**src/rtl/raster_pkg.sv**
```systemverilog
//------------------------------------------------------------------------------
// Module   : raster_pkg
// Brief    : Shared widths, FSM state type and edge-accumulator helpers for the
//            raster_traverse triangle traversal stage.
// Revision : 1.0 - initial release
//------------------------------------------------------------------------------
`default_nettype none

package raster_pkg;

  localparam int EW = 22;  // signed edge accumulator width
  localparam int XW = 9;   // x coordinate width
  localparam int YW = 8;   // y coordinate width
  localparam int CW = 10;  // edge coefficient width (a, b)
  localparam int KW = 18;  // edge constant width (c)

  typedef enum logic [2:0] {
    IDLE = 3'd0,
    MUL  = 3'd1,
    ROW0 = 3'd2,
    SCAN = 3'd3,
    DONE = 3'd4
  } state_t;

  typedef logic signed [EW-1:0] edge_acc_t;

  function automatic edge_acc_t sext_coef(input logic [CW-1:0] v);
    return edge_acc_t'({{(EW-CW){v[CW-1]}}, v});
  endfunction

  function automatic edge_acc_t sext_const(input logic [KW-1:0] v);
    return edge_acc_t'({{(EW-KW){v[KW-1]}}, v});
  endfunction

  function automatic edge_acc_t zext_x(input logic [XW-1:0] v);
    return edge_acc_t'({{(EW-XW){1'b0}}, v});
  endfunction

  function automatic edge_acc_t zext_y(input logic [YW-1:0] v);
    return edge_acc_t'({{(EW-YW){1'b0}}, v});
  endfunction

endpackage

`default_nettype wire

```
**src/rtl/edge_stepper.sv**
```systemverilog
//------------------------------------------------------------------------------
// Module   : edge_stepper
// Brief    : Incremental evaluator for one edge function; holds the current
//            value E and the row-start value R, and reports the sign of E.
// Revision : 1.0 - initial release
//------------------------------------------------------------------------------
`default_nettype none

module edge_stepper
  import raster_pkg::*;
(
  input  logic                 clk,
  input  logic                 rst,
  input  logic                 load_i,
  input  logic signed [EW-1:0] init_i,
  input  logic [CW-1:0]        a_i,
  input  logic [CW-1:0]        b_i,
  input  logic                 step_x_i,
  input  logic                 step_row_i,
  input  logic                 stall_i,
  output logic                 ge_o,
  output logic                 le_o
);

  edge_acc_t e_q;
  edge_acc_t r_q;
  edge_acc_t w_a;
  edge_acc_t w_b;

  assign w_a = sext_coef(a_i);
  assign w_b = sext_coef(b_i);

  always_ff @(posedge clk) begin
    if (!rst) begin
      e_q <= '0;
      r_q <= '0;
    end else if (load_i) begin
      e_q <= init_i;
      r_q <= init_i;
    end else if (!stall_i) begin
      if (step_x_i) begin
        e_q <= e_q + w_a;
      end else if (step_row_i) begin
        // Next row restarts from the row-start value, not from the row end.
        r_q <= r_q + w_b;
        e_q <= r_q + w_b;
      end
    end
  end

  assign ge_o = ~e_q[EW-1];
  assign le_o = e_q[EW-1] | (e_q == '0);

endmodule

`default_nettype wire

```
**src/rtl/raster_traverse.sv**
```systemverilog
//------------------------------------------------------------------------------
// Module   : raster_traverse
// Brief    : Row-major bounding-box walker emitting covered pixels over a
//            valid/ready handshake. RASTER_BOTH_WINDING_EN also accepts
//            all-non-positive edge values (either triangle winding).
// Revision : 1.0 - initial release
//------------------------------------------------------------------------------
`default_nettype none

module raster_traverse
  import raster_pkg::*;
(
  input  logic          clk,
  input  logic          rst,
  input  logic          raster_start,
  input  logic [CW-1:0] a1,
  input  logic [CW-1:0] b1,
  input  logic [CW-1:0] a2,
  input  logic [CW-1:0] b2,
  input  logic [CW-1:0] a3,
  input  logic [CW-1:0] b3,
  input  logic [KW-1:0] c1,
  input  logic [KW-1:0] c2,
  input  logic [KW-1:0] c3,
  input  logic [XW-1:0] bbxi,
  input  logic [XW-1:0] bbxf,
  input  logic [YW-1:0] bbyi,
  input  logic [YW-1:0] bbyf,
  output logic          busy,
  output logic          raster_done,
  output logic          pix_valid,
  input  logic          pix_ready,
  output logic [XW-1:0] pix_x,
  output logic [YW-1:0] pix_y
);

`ifdef RASTER_BOTH_WINDING_EN
  localparam logic c_both_winding = 1'b1;
`else
  localparam logic c_both_winding = 1'b0;
`endif

  state_t               state_q;
  logic                 busy_q;
  logic                 raster_done_q;
  logic                 pix_valid_q;
  logic [XW-1:0]        pix_x_q;
  logic [YW-1:0]        pix_y_q;
  logic [XW-1:0]        cx_q;
  logic [YW-1:0]        cy_q;
  logic                 last_q;
  logic [2:0][CW-1:0]   a_q;
  logic [2:0][CW-1:0]   b_q;
  logic [2:0][KW-1:0]   c_q;
  logic [XW-1:0]        bbxi_q;
  logic [XW-1:0]        bbxf_q;
  logic [YW-1:0]        bbyi_q;
  logic [YW-1:0]        bbyf_q;

  logic                 w_stall;
  logic                 w_test;
  logic                 w_x_end;
  logic                 w_y_end;
  logic                 w_step_x;
  logic                 w_step_row;
  logic                 w_load;
  logic [2:0]           w_ge;
  logic [2:0]           w_le;
  logic                 w_cov;

  assign w_stall    = pix_valid_q & ~pix_ready;
  assign w_test     = (state_q == SCAN) & ~last_q;
  assign w_x_end    = (cx_q == bbxf_q);
  assign w_y_end    = (cy_q == bbyf_q);
  assign w_step_x   = w_test & ~w_x_end;
  assign w_step_row = w_test & w_x_end & ~w_y_end;
  assign w_load     = (state_q == ROW0);
  assign w_cov      = (&w_ge) | (c_both_winding & (&w_le));

  for (genvar gi = 0; gi < 3; gi++) begin : g_edge
    edge_acc_t pax_q;
    edge_acc_t pby_q;

    always_ff @(posedge clk) begin
      if (!rst) begin
        pax_q <= '0;
        pby_q <= '0;
      end else if (state_q == MUL) begin
        pax_q <= sext_coef(a_q[gi]) * zext_x(bbxi_q);
        pby_q <= sext_coef(b_q[gi]) * zext_y(bbyi_q);
      end
    end

    edge_stepper u_edge (
      .clk        (clk),
      .rst        (rst),
      .load_i     (w_load),
      .init_i     (pax_q + pby_q + sext_const(c_q[gi])),
      .a_i        (a_q[gi]),
      .b_i        (b_q[gi]),
      .step_x_i   (w_step_x),
      .step_row_i (w_step_row),
      .stall_i    (w_stall),
      .ge_o       (w_ge[gi]),
      .le_o       (w_le[gi])
    );
  end

  always_ff @(posedge clk) begin
    if (!rst) begin
      state_q       <= IDLE;
      busy_q        <= 1'b0;
      raster_done_q <= 1'b0;
      pix_valid_q   <= 1'b0;
      pix_x_q       <= '0;
      pix_y_q       <= '0;
      cx_q          <= '0;
      cy_q          <= '0;
      last_q        <= 1'b0;
      a_q           <= '0;
      b_q           <= '0;
      c_q           <= '0;
      bbxi_q        <= '0;
      bbxf_q        <= '0;
      bbyi_q        <= '0;
      bbyf_q        <= '0;
    end else begin
      case (state_q)
        IDLE: begin
          raster_done_q <= 1'b0;
          if (raster_start) begin
            a_q     <= {a3, a2, a1};
            b_q     <= {b3, b2, b1};
            c_q     <= {c3, c2, c1};
            bbxi_q  <= bbxi;
            bbxf_q  <= bbxf;
            bbyi_q  <= bbyi;
            bbyf_q  <= bbyf;
            busy_q  <= 1'b1;
            state_q <= MUL;
          end
        end
        MUL: state_q <= ROW0;
        ROW0: begin
          cx_q    <= bbxi_q;
          cy_q    <= bbyi_q;
          last_q  <= 1'b0;
          state_q <= SCAN;
        end
        SCAN: begin
          if (!w_stall) begin
            if (!last_q) begin
              pix_valid_q <= w_cov;
              pix_x_q     <= cx_q;
              pix_y_q     <= cy_q;
              // End test precedes the increment so the box edge never wraps.
              if (!w_x_end) begin
                cx_q <= cx_q + 1'b1;
              end else if (!w_y_end) begin
                cx_q <= bbxi_q;
                cy_q <= cy_q + 1'b1;
              end else begin
                last_q <= 1'b1;
              end
            end else begin
              pix_valid_q   <= 1'b0;
              raster_done_q <= 1'b1;
              state_q       <= DONE;
            end
          end
        end
        DONE: begin
          raster_done_q <= 1'b0;
          busy_q        <= 1'b0;
          last_q        <= 1'b0;
          state_q       <= IDLE;
        end
        default: state_q <= IDLE;
      endcase
    end
  end

  assign busy        = busy_q;
  assign raster_done = raster_done_q;
  assign pix_valid   = pix_valid_q;
  assign pix_x       = pix_x_q;
  assign pix_y       = pix_y_q;

endmodule

`default_nettype wire

```
**config.mk**
```make
export PLATFORM = sky130hd
export DESIGN_NAME = raster_traverse
export DESIGN_NICKNAME = d
export VERILOG_FILES = /design/src/rtl/raster_pkg.sv /design/src/rtl/edge_stepper.sv /design/src/rtl/raster_traverse.sv
export SDC_FILE = /design/constraint.sdc
export NUM_CORES = 2
export LEC_CHECK = 0
export BUFFER_PORTS_ARGS = -buffer_cell sky130_fd_sc_hd__clkbuf_2
export CAP_MARGIN = 40
export CORE_MARGIN = 5
export CORE_UTILIZATION = 45
export DETAILED_ROUTE_END_ITERATION = 10
export PLACE_DENSITY = 0.65
export SLEW_MARGIN = 20
export SYNTH_ARGS = -nofsm -noshare
export SYNTH_HDL_FRONTEND = slang
export SYNTH_SLANG_ARGS = --single-unit
export TNS_END_PERCENT = 50
```
**constraint.sdc**
```tcl
create_clock -name clk -period 6.4 [get_ports clk]
set_input_delay 0.64 -clock clk [delete_from_list [all_inputs] [get_ports clk]]
set_output_delay 0.64 -clock clk [all_outputs]
set_load 0.005 [all_outputs]
```
; ---- Yosys cells after proc, flatten, opt, wreduce, memory -nomap -nowiden
; Index checks and enable logic that the tools add are counted.
[word_totals]
inputBits = 152
latch_bits = 0
rom_bits = 0
ff_bits = 453
mem_count = 0
mem_bits_rw = 0
out_inout_bits = 20
[classes]
bitwise = 13
mux = 46
n_mul = 6
reduce_logical = 21
n_shift = 0
n_eq_ne = 15
add_sub_neg = 14
div = 0
magnitude_cmp = 0
[ops]
columns = op, count
row1 = $mux W22, 21
row2 = $add A22 B10 Y22, 6
row3 = $add A22 B18 Y22, 3
row4 = $add A22 B22 Y22, 3
row5 = $mul A10 B10 Y20, 3
row6 = $mul A10 B9 Y19, 3
row7 = $mux W9, 4
row8 = $mux W8, 4
row9 = $pmux W9 S2, 1
row10 = $pmux W8 S2, 1
row11 = $reduce_and A3 Y1, 5
row12 = $ne A2 B2 Y1 const B, 6
row13 = $pmux W3 S4, 1
row14 = $reduce_and A2 Y1, 5
row15 = $reduce_bool A2 Y1, 5
row16 = $add A9 B1 Y9 const B, 1
row17 = $eq A9 B9 Y1, 1
row18 = $mux W3, 3
row19 = $add A8 B1 Y8 const B, 1
row20 = $eq A8 B8 Y1, 1
row21 = $mux W1, 8
row22 = $not A1 Y1, 8
row23 = $eq A3 B2 Y1 const B, 2
row24 = $pmux W1 S2, 3
row25 = 10 further kinds, 16

; ---- Longest topological paths before layout
[depth]
word_depth = 8
depth_mapped = 23

; ---- Hierarchy
; From an unflattened synthesis, not the netlist that was laid out.
[unflattened]
cells_unflattened = 5901
area_unflattened_um2 = 47704.5
[modules_own_cells]
columns = module, area_per_inst_um2, cells_per_inst, seq_area_each_um2, n_inst
row1 = raster_traverse, 35160.0, 4204, 6125.9, 1
row2 = edge_stepper (g_edge[1].u_edge ...), 4149.0, 562, 880.8, 2
row3 = edge_stepper (g_edge[0].u_edge), 4246.6, 573, 880.8, 1

; ---- Least setup slack after synthesis
; Ideal clock, no wire load.
[synth_timing]
path_type = reg2reg
startpoint = register a_q[19] (netlist name)
endpoint = register g_edge[1].pax_q[20]
period_less_slack_ps = 5471
arrival_ps = 5401
stages_incl_launch_ff = 20
path_slack_ps = 929
cell_sequence = dfxtp_1 -> clkbuf_1 -> nand2_1 -> fa_1 -> fa_1 -> inv_1 -> fa_1 -> fa_1 -> inv_1 -> fa_1 -> inv_1 -> ha_1 -> a21o_1 -> a21o_1 -> a21o_1 -> a31o_2 -> a311oi_1 -> xnor2_1 -> nand2_1 -> a21oi_1
[synth_between]
elab_chain_len = 1
[synth_lines]
columns = item, line
row1 = start: declaration, raster_traverse.sv:52  ; logic [2:0][CW-1:0] a_q;
row2 = start signal: assignment, raster_traverse.sv:132  ; a_q <= {a3, a2, a1};
row3 = $mul A10 B10 Y20, raster_traverse.sv:89  ; pax_q <= sext_coef(a_q[gi]) * zext_x(bbxi_q);
row4 = end signal: assignment, raster_traverse.sv:89
row5 = end: declaration, raster_traverse.sv:81  ; edge_acc_t pax_q;
; No other way between the ends.
; A chain may end at the register's enable or synchronous reset.

; ---- Final worst setup path
[layout_timing]
startpoint = register bbxi_q[4]
endpoint = register g_edge[0].pax_q[20]
[layout_between]
elab_chain_len = 1
[layout_lines]
columns = item, line
row1 = start: declaration, raster_traverse.sv:55  ; logic [XW-1:0] bbxi_q;
row2 = start signal: assignment, raster_traverse.sv:135  ; bbxi_q <= bbxi;
row3 = $mul A10 B10 Y20, raster_traverse.sv:89
row4 = end signal: assignment, raster_traverse.sv:89
row5 = end: declaration, raster_traverse.sv:81
; No other way between the ends.

==> impl_metrics.json <==
{
  "hp-class": "in -> reg",
  "synthFlopType": "dfxtp_1",
  "layout-drive-gt1-share": 0.07140,
  "holdBufCountCts": 0,
  "place_congestion": 0.9381,
  "core_um2": 102200,
  "min_period_ns": 5.786,
  "ios": 172,
  "max_clock_freq_mhz": 172.8,
  "synth_top_cell_by_area": "fa_1",
  "grt_use_total": 0.2439,
  "fin_ws_ns": 0.6136,
  "synth_nets": 6805,
  "ys_top_cells_by_count": "979 x nand2_1, 699 x inv_1, 548 x a21oi_1",
  "vias": 39040,
  "syn_area_um2": 46440,
  "p_per_area_nw_per_um2": 171.0,
  "tns_ns": 0,
  "tightest_slew_ns": 0.9449,
  "initial_core_util": 0.4545,
  "synth_top_area_frac": 0.2186,
  "hold_violations": 0,
  "worst-setup-path-type": "reg -> reg",
  "wirelength_um": 136400,
  "synth_edf_count": 0,
  "slew-limit-headroom": 0.3700,
  "place_hpwl_um": 105900,
  "rows": 117,
  "ant_nets": 0,
  "fp.dieH_um": 331.3,
  "grt_overflow": 0,
  "status": "finished, final reports clean",
  "design_area_um2": 50790,
  "fin_crit_sh": 0.9041,
  "skew_ns": 0.02930,
  "io_buffers": 171,
  "cts_setup_buffers": 0,
  "postSynth.asyncResetShare": 0,
  "critPathLaunchType": "flip-flop",
  "vias_per_cell": 5.446,
  "yosys_register_bits": 438,
  "layout.nets": 6849,
  "clk_latency_ns": 0.66,
  "rr_worst_depth": 20,
  "setup_violations": 0,
  "seq_area_frac_synth": 0.1888,
  "r2r_start": "bbxi_q[4]",
  "power_uw": 8685,
  "dp_slack_ns": 0.6372,
  "yosysMostFrequentCell": "nand2_1",
  "cts_root_buf": "clkbuf_16",
  "rsz0062_at_grt": "false",
  "synthCells": 5709,
  "area_growth_syn_to_layout_pct": 9.360,
  "endpoint_kind": "flip-flop",
  "cts_buffers": 54,
  "clkTransAtPathRegs_ns": 0.07,
  "first_global_vias": 38870,
  "r2r-end": "g_edge[0].pax_q[20]",
  "yosys_warnings": 0,
  "antenna_found_initial": 3,
  "drc": 0,
  "grt_pass1_wl_um": 217000,
  "die-area_um2": 109700,
  "crit_arrival_ns": 6.36,
  "clkSinkCount": 438,
  "cts_resized": 0,
  "drt_pass1_iterations": 6,
  "drtIter0Drc": 2547,
  "synth_cell_types": 77,
  "crit_required_ns": 6.98,
  "crit_end": "g_edge[0].pax_q[20]",
  "p_leak_uw": 0.02417,
  "r2r_setup_slack_ns": 0.61,
  "die_w_um": 331.3,
  "cap_violations": 0,
  "cp_max_fo": 14,
  "tritoncts": "built",
  "wl_per_cell_um": 19.03,
  "post_dp_cell_area_um2": 48840,
  "worst_ir_drop_vdd_mv": 0.1896,
  "synthTopCellsByArea": "fa_1 22%, dfxtp_1 19%, ha_1 12%, nand2_1 7.9%, a21oi_1 5.9%",
  "startpoint": "bbxi_q[4]",
  "htree_levels": 2,
  "holdWs_ns": 0.1926,
  "avgSynthCellArea_um2": 8.135,
  "grt_max_degree": 188,
  "maxSlewViolCount": 0,
  "clock_path_buffers": 3
}
[worst max-delay path, stage by stage (launching register included)]
cell	delay [ns]
dfxtp_1	0.77
nand2_1	0.17
fa_1	0.53
fa_1	0.55
inv_1	0.05
fa_1	0.47
fa_1	0.50
inv_1	0.05
fa_1	0.50
inv_1	0.04
ha_1	0.35
nand4_1	0.14
o21a_1	0.12
o31ai_1	0.08
o221ai_1	0.25
o21ai_0	0.16
o41ai_1	0.39
o21ai_0	0.20
xnor2_1	0.17
nand2_1	0.07
a21oi_1	0.15
[through the flow]
stage	utilization	std cells
2_1_floorplan	-	5709
3_3_place_gp	0.4766	7055
3_5_place_dp	0.4780	7062
4_1_cts	0.4962	7163
5_1_grt	0.4970	7168
6_report	0.4970	7168
[flip-flops by register name, indices dropped and copies added (netlist names)]
register           flops
g_edge.u_edge.r_q     66
last_q                 1
bbyf_q                 8
bbyi_q                 8
pix_x                  9
b_q                   30
cy_q                   8
a_q                   30
bbxi_q                 9
g_edge.u_edge.e_q     66
raster_done            1
bbxf_q                 9
pix_valid              1
busy                   1
g_edge.pby_q          57
cx_q                   9
pix_y                  8
state_q                3
g_edge.pax_q          60
c_q                   54
[power breakdown]
group          internal (uW)  switching [uW]
Combinational            824            1360
Sequential              2900             265
Clock                   1940            1390
Total                   5670            3020
[worst min path at each step]
stage	from	slack [ns]	end	cells past startpoint
finish	a2[0]	0.19	a_q[10]	3
CTS	a2[0]	0.15	a_q[10]	3
global placement	g_edge[0].pax_q[0]	0.44	g_edge[0].pax_q[0]	2
floorplan	g_edge[0].pby_q[0]	0.43	g_edge[0].pby_q[0]	2
detailed placement	g_edge[1].pby_q[0]	0.45	g_edge[1].pby_q[0]	2
global route	c2[9]	0.19	c_q[27]	3
[routing by layer]
metal / track usage / up-vias / wire [um]
li1: - / 18760 / -
met3: 0.03652 / 204 / 8929
met1: 0.3353 / 18950 / 61110
met4: 0.07642 / 0 / 4750
met5: 0 / - / 0
met2: 0.3982 / 1127 / 61610
[cell usage in the layout, fill, tap and decap left out, types with 8 or more instances in the layout]
cell type / Yosys / routed
nand3_1: 88 / 88
a311oi_1: 18 / 18
nor2b_1: 35 / 34
xnor2_1: 204 / 204
xor2_1: 76 / 76
and2_1: 315 / 314
a21boi_0: 9 / 9
fa_1: 507 / 507
buf_4: 0 / 71
o31ai_1: 28 / 28
a21oi_1: 548 / 548
mux2i_1: 16 / 16
clkbuf_2: 0 / 170
inv_1: 699 / 699
nor2_1: 251 / 249
o21bai_1: 23 / 23
dfxtp_1: 438 / 434
clkbuf_16: 0 / 55
clkbuf_1: 232 / 11
o21ai_0: 171 / 170
or3_1: 28 / 28
and3_1: 27 / 27
or2_2: 17 / 17
a211o_1: 14 / 14
nand2_1: 979 / 978
nand4_1: 14 / 14
o211ai_1: 35 / 35
o21a_1: 48 / 48
o22ai_1: 8 / 8
nor3_1: 70 / 69
clkinv_2: 0 / 11
a31oi_1: 47 / 47
a31o_2: 8 / 8
mux2_2: 10 / 10
ha_1: 437 / 437
a211oi_1: 54 / 54
a21o_1: 69 / 69
nand2b_1: 29 / 28
[kinds of logic (layout without fill, tap and decap cells)]
| kind of cell | Yosys count | in the layout | synth area share |
|---|---|---|---|
| AOI/OAI and AO/OA | 1163 | 1163 | 0.1524 |
| other | 0 | 2 | 0 |
| DFF | 438 | 438 | 0.1888 |
| and+or+nand+nor | 1890 | 1890 | 0.1854 |
| muxes | 26 | 26 | 0.005873 |
| adders and majority gates | 944 | 944 | 0.3363 |
| xor gates and xnor gates | 280 | 280 | 0.05281 |
| buffers and inverters | 968 | 1057 | 0.07843 |
[area by class of cell]
| class | count | area, um2 |
|---|---|---|
| inverter | 700 | 2635 |
| timing repair buffer | 256 | 1704 |
| antenna | 2 | 5.005 |
| fill | 9973 | 51390 |
| clock buffer | 73 | 1514 |
| sequential | 438 | 8773 |
| multi-input combinational | 4303 | 34100 |
| clock inverter | 28 | 346.6 |
| tap | 1368 | 1712 |
Note: power is estimated with default switching activity, not from simulation.
